<file path="config.mk">
export PLATFORM = sky130hd
export DESIGN_NAME = icache
export DESIGN_NICKNAME = d
export VERILOG_FILES = /design/src/rtl/icache_pkg.sv /design/src/rtl/icache_tagstore.sv /design/src/rtl/icache.sv
export SDC_FILE = /design/constraint.sdc
export NUM_CORES = 2
export LEC_CHECK = 0
export CORE_AREA = 4 4 388 390
export CTS_CLUSTER_DIAMETER = 120
export DETAILED_ROUTE_END_ITERATION = 12
export DIE_AREA = 0 0 392 394
export HOLD_SLACK_MARGIN = 0.03
export PLACE_DENSITY = 0.82
export SLEW_MARGIN = 10
export SYNTH_ARGS = -nofsm -noshare
export SYNTH_HDL_FRONTEND = slang
export SYNTH_SLANG_ARGS = --single-unit
</file>
<file path="constraint.sdc">
create_clock -name clk -period 12.5 [get_ports clk]
set_input_delay 2.5 -clock clk [delete_from_list [all_inputs] [get_ports clk]]
set_output_delay 2.5 -clock clk [all_outputs]
set_load 0.05 [all_outputs]
</file>
<file path="src/rtl/icache_pkg.sv">
// Shared types and constants for the direct-mapped instruction cache.
package icache_pkg;

  localparam int unsigned XLEN = 32;

  // Refill controller states
  typedef enum logic [1:0] {
    IC_IDLE   = 2'd0,
    IC_REFILL = 2'd1,
    IC_DONE   = 2'd2
  } ic_state_e;

endpackage

</file>
<file path="src/rtl/icache_tagstore.sv">
// Valid/tag arrays for the instruction cache: lookup compare, line write, flush-all.
module icache_tagstore
  import icache_pkg::*;
#(
  parameter int unsigned LINES = 16,
  parameter int unsigned TW    = 26,
  localparam int unsigned IW   = $clog2(LINES)
) (
  input  logic          clk,
  input  logic          reset,
  input  logic [IW-1:0] lk_idx_i,
  input  logic [TW-1:0] lk_tag_i,
  output logic          hit_c_o,
  input  logic          wr_en_i,
  input  logic [IW-1:0] wr_idx_i,
  input  logic [TW-1:0] wr_tag_i,
  input  logic          flush_i
);

  logic [LINES-1:0] valid_q;
  logic [TW-1:0]    tag_q [LINES];

  // Lookup compare against the addressed line
  assign hit_c_o = valid_q[lk_idx_i] && (tag_q[lk_idx_i] == lk_tag_i);

  // Valid bits: only state cleared by reset; flush wins over a line write
  always_ff @(posedge clk or negedge reset) begin
    if (!reset) begin
      valid_q <= '0;
    end else if (flush_i) begin
      valid_q <= '0;
    end else if (wr_en_i) begin
      valid_q[wr_idx_i] <= 1'b1;
    end
  end

  // Tag array, written alongside the valid bit of a filled line
  always_ff @(posedge clk) begin
    if (wr_en_i && !flush_i) begin
      tag_q[wr_idx_i] <= wr_tag_i;
    end
  end

endmodule

</file>
<file path="src/rtl/icache.sv">
// Direct-mapped read-only instruction cache with single-line word-by-word refill.
module icache
  import icache_pkg::*;
#(
  parameter int unsigned LINES = 16,
  parameter int unsigned WORDS = 4
) (
  input  logic            clk,
  input  logic            reset,
  input  logic            cpu_req,
  input  logic [XLEN-1:0] cpu_addr,
  output logic [XLEN-1:0] cpu_data,
  output logic            cpu_ready,
  input  logic            flush,
  output logic            mem_req,
  output logic [XLEN-1:0] mem_addr,
  input  logic [XLEN-1:0] mem_data,
  input  logic            mem_ack
);

  localparam int unsigned OB = $clog2(WORDS);
  localparam int unsigned IB = $clog2(LINES);
  localparam int unsigned TW = XLEN - OB - IB - 2;
  localparam int unsigned CW = OB + 1;
  localparam int unsigned AW = IB + OB;

  ic_state_e         state_q, state_d;
  logic [CW-1:0]     cnt_q, cnt_d;
  logic [CW-1:0]     cnt_inc;
  logic              mem_req_q, mem_req_d;
  logic [XLEN-1:0]   mem_addr_q, mem_addr_d;
  logic              flush_pend_q, flush_pend_d;
  logic [XLEN-1:0]   data_q [LINES*WORDS];

  logic [IB-1:0]     lk_idx;
  logic [OB-1:0]     lk_word;
  logic [TW-1:0]     lk_tag;
  logic [IB-1:0]     fill_idx;
  logic [TW-1:0]     fill_tag;
  logic              tag_hit;
  logic              ts_wr;
  logic              ts_flush;
  logic              unused_byte_offset;

  assign lk_word  = cpu_addr[OB+1:2];
  assign lk_idx   = cpu_addr[OB+IB+1:OB+2];
  assign lk_tag   = cpu_addr[XLEN-1:OB+IB+2];
  assign fill_idx = mem_addr_q[OB+IB+1:OB+2];
  assign fill_tag = mem_addr_q[XLEN-1:OB+IB+2];
  assign cnt_inc  = cnt_q + CW'(1);
  assign unused_byte_offset = ^cpu_addr[1:0];

  icache_tagstore #(
    .LINES (LINES),
    .TW    (TW)
  ) u_tagstore (
    .clk      (clk),
    .reset    (reset),
    .lk_idx_i (lk_idx),
    .lk_tag_i (lk_tag),
    .hit_c_o  (tag_hit),
    .wr_en_i  (ts_wr),
    .wr_idx_i (fill_idx),
    .wr_tag_i (fill_tag),
    .flush_i  (ts_flush)
  );

  // Hits are served combinationally, only while the controller is idle
  assign cpu_ready = (state_q == IC_IDLE) && cpu_req && tag_hit;
  assign cpu_data  = cpu_ready ? data_q[{lk_idx, lk_word}] : '0;
  assign mem_req   = mem_req_q;
  assign mem_addr  = mem_addr_q;

  // Next-state and refill control
  always_comb begin
    state_d      = state_q;
    cnt_d        = cnt_q;
    mem_req_d    = mem_req_q;
    mem_addr_d   = mem_addr_q;
    flush_pend_d = flush_pend_q;
    ts_wr        = 1'b0;
    ts_flush     = 1'b0;
    unique case (state_q)
      IC_IDLE: begin
        ts_flush = flush;
        if (cpu_req && !tag_hit) begin
          state_d    = IC_REFILL;
          cnt_d      = '0;
          mem_req_d  = 1'b1;
          mem_addr_d = {cpu_addr[XLEN-1:OB+2], (OB+2)'(0)};
        end
      end
      IC_REFILL: begin
        if (flush) begin
          flush_pend_d = 1'b1;
        end
        if (mem_ack) begin
          cnt_d      = cnt_inc;
          // Word offset wraps to zero after the last word, so the line base is restored
          mem_addr_d = {mem_addr_q[XLEN-1:OB+2], cnt_inc[OB-1:0], 2'b00};
          if (cnt_q == CW'(WORDS - 1)) begin
            mem_req_d = 1'b0;
            state_d   = IC_DONE;
          end
        end
      end
      IC_DONE: begin
        // A flush seen during the refill (or now) discards the new line
        if (flush || flush_pend_q) begin
          ts_flush = 1'b1;
        end else begin
          ts_wr = 1'b1;
        end
        flush_pend_d = 1'b0;
        cnt_d        = '0;
        state_d      = IC_IDLE;
      end
      default: begin
        state_d   = IC_IDLE;
        mem_req_d = 1'b0;
      end
    endcase
  end

  // Controller state registers
  always_ff @(posedge clk or negedge reset) begin
    if (!reset) begin
      state_q      <= IC_IDLE;
      cnt_q        <= '0;
      mem_req_q    <= 1'b0;
      mem_addr_q   <= '0;
      flush_pend_q <= 1'b0;
    end else begin
      state_q      <= state_d;
      cnt_q        <= cnt_d;
      mem_req_q    <= mem_req_d;
      mem_addr_q   <= mem_addr_d;
      flush_pend_q <= flush_pend_d;
    end
  end

  // Data array: one word written per accepted refill beat
  always_ff @(posedge clk) begin
    if ((state_q == IC_REFILL) && mem_ack) begin
      data_q[{fill_idx, cnt_q[OB-1:0]}] <= mem_data;
    end
  end

endmodule

</file>
==> flow_summary.yaml <==
clocking:
  htreeDepth: 4
  cts_buffers: 225
  clk_latency_ns: 0.86
  ctsRootBufferMaster: "clkbuf_16"
  clockBufferDepth: 3
  cts_tree: "yes"
  cts.clk_slew.worst_paths_ns: 0.06
  cts_setup_buffers: 0
  hold_buffers: 0
  clock-sinks: 2485
  ctsResizeCount: 0
global_route:
  grt_pass1_vias: 47690
  grt_pass1_wl_mm: 372.7
  grt_max_degree: 125
  overflow: 0
  grt_usage: 0.3521
  antenna_found_initial: 26
worst_setup_path:
  critPathLaunchType: "input port"
  crit_fanout: 85
  crit_type: "in2out"
  worstPathRequired_ns: 10.00
  cp-end-kind: "output pin"
  critPathArrivalTime_ns: 7.69
drt:
  dr.first_iter.drc_count: 8676
  num_vias: 46750
  wl_met3_mm: 35.26
  wl_per_cell_um: 42.75
  first_pass_iters: 6
  top_layer: "met5"
  wl_mm: 266.1
  final_antenna_net_count: 0
  wirelength_met1_mm: 84.30
  drc_errors: 0
  vias_per_cell: 7.510
  dr_wl_met2_mm: 131.4
floorplanning:
  core_area_um2: 147100
  die_h_um: 394
  fp.dieW_um: 392
  dieArea_um2: 154400
  ios: 135
  rows: 141
  start_util: 0.6455
final_layout:
  nets: 4157
  drive_above_1_share: 0.3101
  syn_to_final_growth_pct: 12.38
logic_synthesis:
  synthFlopType: "edfxtp_1"
  synthCells: 3828
  synth_area_leader_cell: "edfxtp_1"
  synth.cell_area_um2: 94970
  yosys_warnings: 0
  ys_top_cells_by_area: "edfxtp_1, mux4_2, dfrtp_1"
  synth_common_cells: "edfxtp_1, mux4_2, clkbuf_1"
  yosysMostFrequentCell: "edfxtp_1"
  synth_edf_count: 2432
  synth_mux_area_frac: 0.1896
  synth_xor_area_frac: 0.002582
  yosysSeqAreaShare: 0.7829
  async_flop_share: 0.02133
  syn_avg_cell_area_um2: 24.81
  synth_cell_types: 51
  synthAdderAreaFrac: 0.0002635
  yosys.area.top_type_share: 0.7690
  synth_compound_area_frac: 0.005006
  ys_ff_latch: 2485
  synth_top_family_by_area: "multiplexers"
  synth_simple_gate_area_frac: 0.01032
timing:
  report.final.slew_viol_count: 0
  timing.final.crit_share: 0.8153
  slew-limit-headroom: 0.1622
  period_needed_ns: 10.19
  max_freq_ghz: 0.09813
  holdWs_ns: 0.4920
  setup_tns_ns: 0
  skew_ns: 0.03822
  hold_violations: 0
  rsz0062_at_grt: "false"
  finalSetupViolCount: 0
  worstMarginPinSlew_ns: 1.254
status:
  status: "finished clean"
place:
  detailed_place_hpwl_mm: 124.0
  io_buffer_count: 130
  place.gp.congestion: 0.7765
pwr:
  vdd_drop_max_mv: 0.2017
  leakage_nw: 33.09
  power_density_nw_per_um2: 174.1
flow_run:
  cap_viol_max_count: 0
min_path:
  min_path_type: "reg2reg"
-- registers in the layout (all words and copies together) (netlist names) --
register            count
data_q               2048
mem_req                 1
cnt_q                   3
mem_addr               30
u_tagstore.tag_q      384
state_q                 2
u_tagstore.valid_q     16
flush_pend_q            1
-- per-stage QoR --
step / power [mW] / instance area [µm²] / setup slack, ns / utilization / std cells
6_report: 18.58 / 106700 / 2.309 / 0.7254 / 6225
5_1_grt: 19.06 / 106700 / 2.023 / 0.7252 / 6216
4_1_cts: 18.58 / 106700 / 2.324 / 0.7252 / 6212
3_5_place_dp: 11.53 / 99160 / 2.531 / 0.6739 / 5789
3_3_place_gp: 11.44 / 99160 / 2.680 / 0.6739 / 5789
2_1_floorplan: 10.79 / 94980 / 4.365 / - / 3829
-- cell usage in the layout (no fill, tap or decap), drive strengths merged, types with 29 or more instances in the layout --
master         Yosys  routed
buf               83     139
bufinv             0      29
clkbuf           120     278
clkdlybuf4s50      0      94
clkinv             1     100
dfrtp             53      53
edfxtp          2432    2432
mux2              30      30
mux2i             39      39
mux4             767     767
nand2             29      29
nor2              81      81
nor2b             41      41
-- metal layers --
layer / GRT usage / up-vias
met2: 0.5614 / 4398
met1: 0.4679 / 24330
met5: 0 / -
li1: - / 17080
met3: 0.08812 / 926
met4: 0.1633 / 16
-- power breakdown --
group / switching, mW / leakage (nW) / internal, mW / total, mW
combinational: 1.03 / 6.90 / 0.525 / 1.56
sequential: 0.296 / 22.5 / 9.59 / 9.88
clock: 3.16 / 3.66 / 3.98 / 7.14
-- final timing paths --
path,start,cells after the start,slack [ns],endpoint
worst max-delay path,cpu_addr[4],12,2.31,cpu_data[11]
worst min-delay path,u_tagstore.valid_q[13],1,0.49,u_tagstore.valid_q[13]
min in group asynchronous,reset,2,1.83,mem_addr[31]
worst max register to register,state_q[1],6,8.21,data_q[14][11]
max in group asynchronous,reset,2,10.08,mem_addr[19]
worst min register to register,u_tagstore.valid_q[13],1,0.49,u_tagstore.valid_q[13]
-- worst max-delay path, stage by stage --
cell and delay, ns:
buf_8 0.69, buf_4 0.87, mux4_2 0.59, mux2i_1 0.16, xnor2_1 0.11, nor4_1 0.32
a31oi_1 0.16, nor4_1 0.60, nand4_1 0.18, buf_4 0.37, nor2b_1 0.22, clkdlybuf4s50_1 0.85
-- cell families (layout without fill, tap and decap cells) --
| logic type | Yosys count | count (layout) |
|---|---|---|
| other | 1 | 15 |
| adder cells (fa/ha/maj) | 2 | 2 |
| AND/OR/NAND/NOR | 200 | 200 |
| buffers and inverters | 210 | 663 |
| AO/OA/AOI/OAI | 66 | 66 |
| multiplexers | 836 | 836 |
| XOR/XNOR | 28 | 28 |
| flip-flops | 2485 | 2485 |
-- area by class of cell --
type,instances,area [µm²]
Antenna cell,13,32.53
Clock buffer,278,5911
Clock inverter,145,1629
Fill cell,7530,40410
Inverter,7,28.78
Multi-Input combinational cell,1134,20320
Sequential cell,2485,74360
Tap cell,1930,2415
Timing Repair Buffer,233,2037
(Power assumes the default switching activity.)
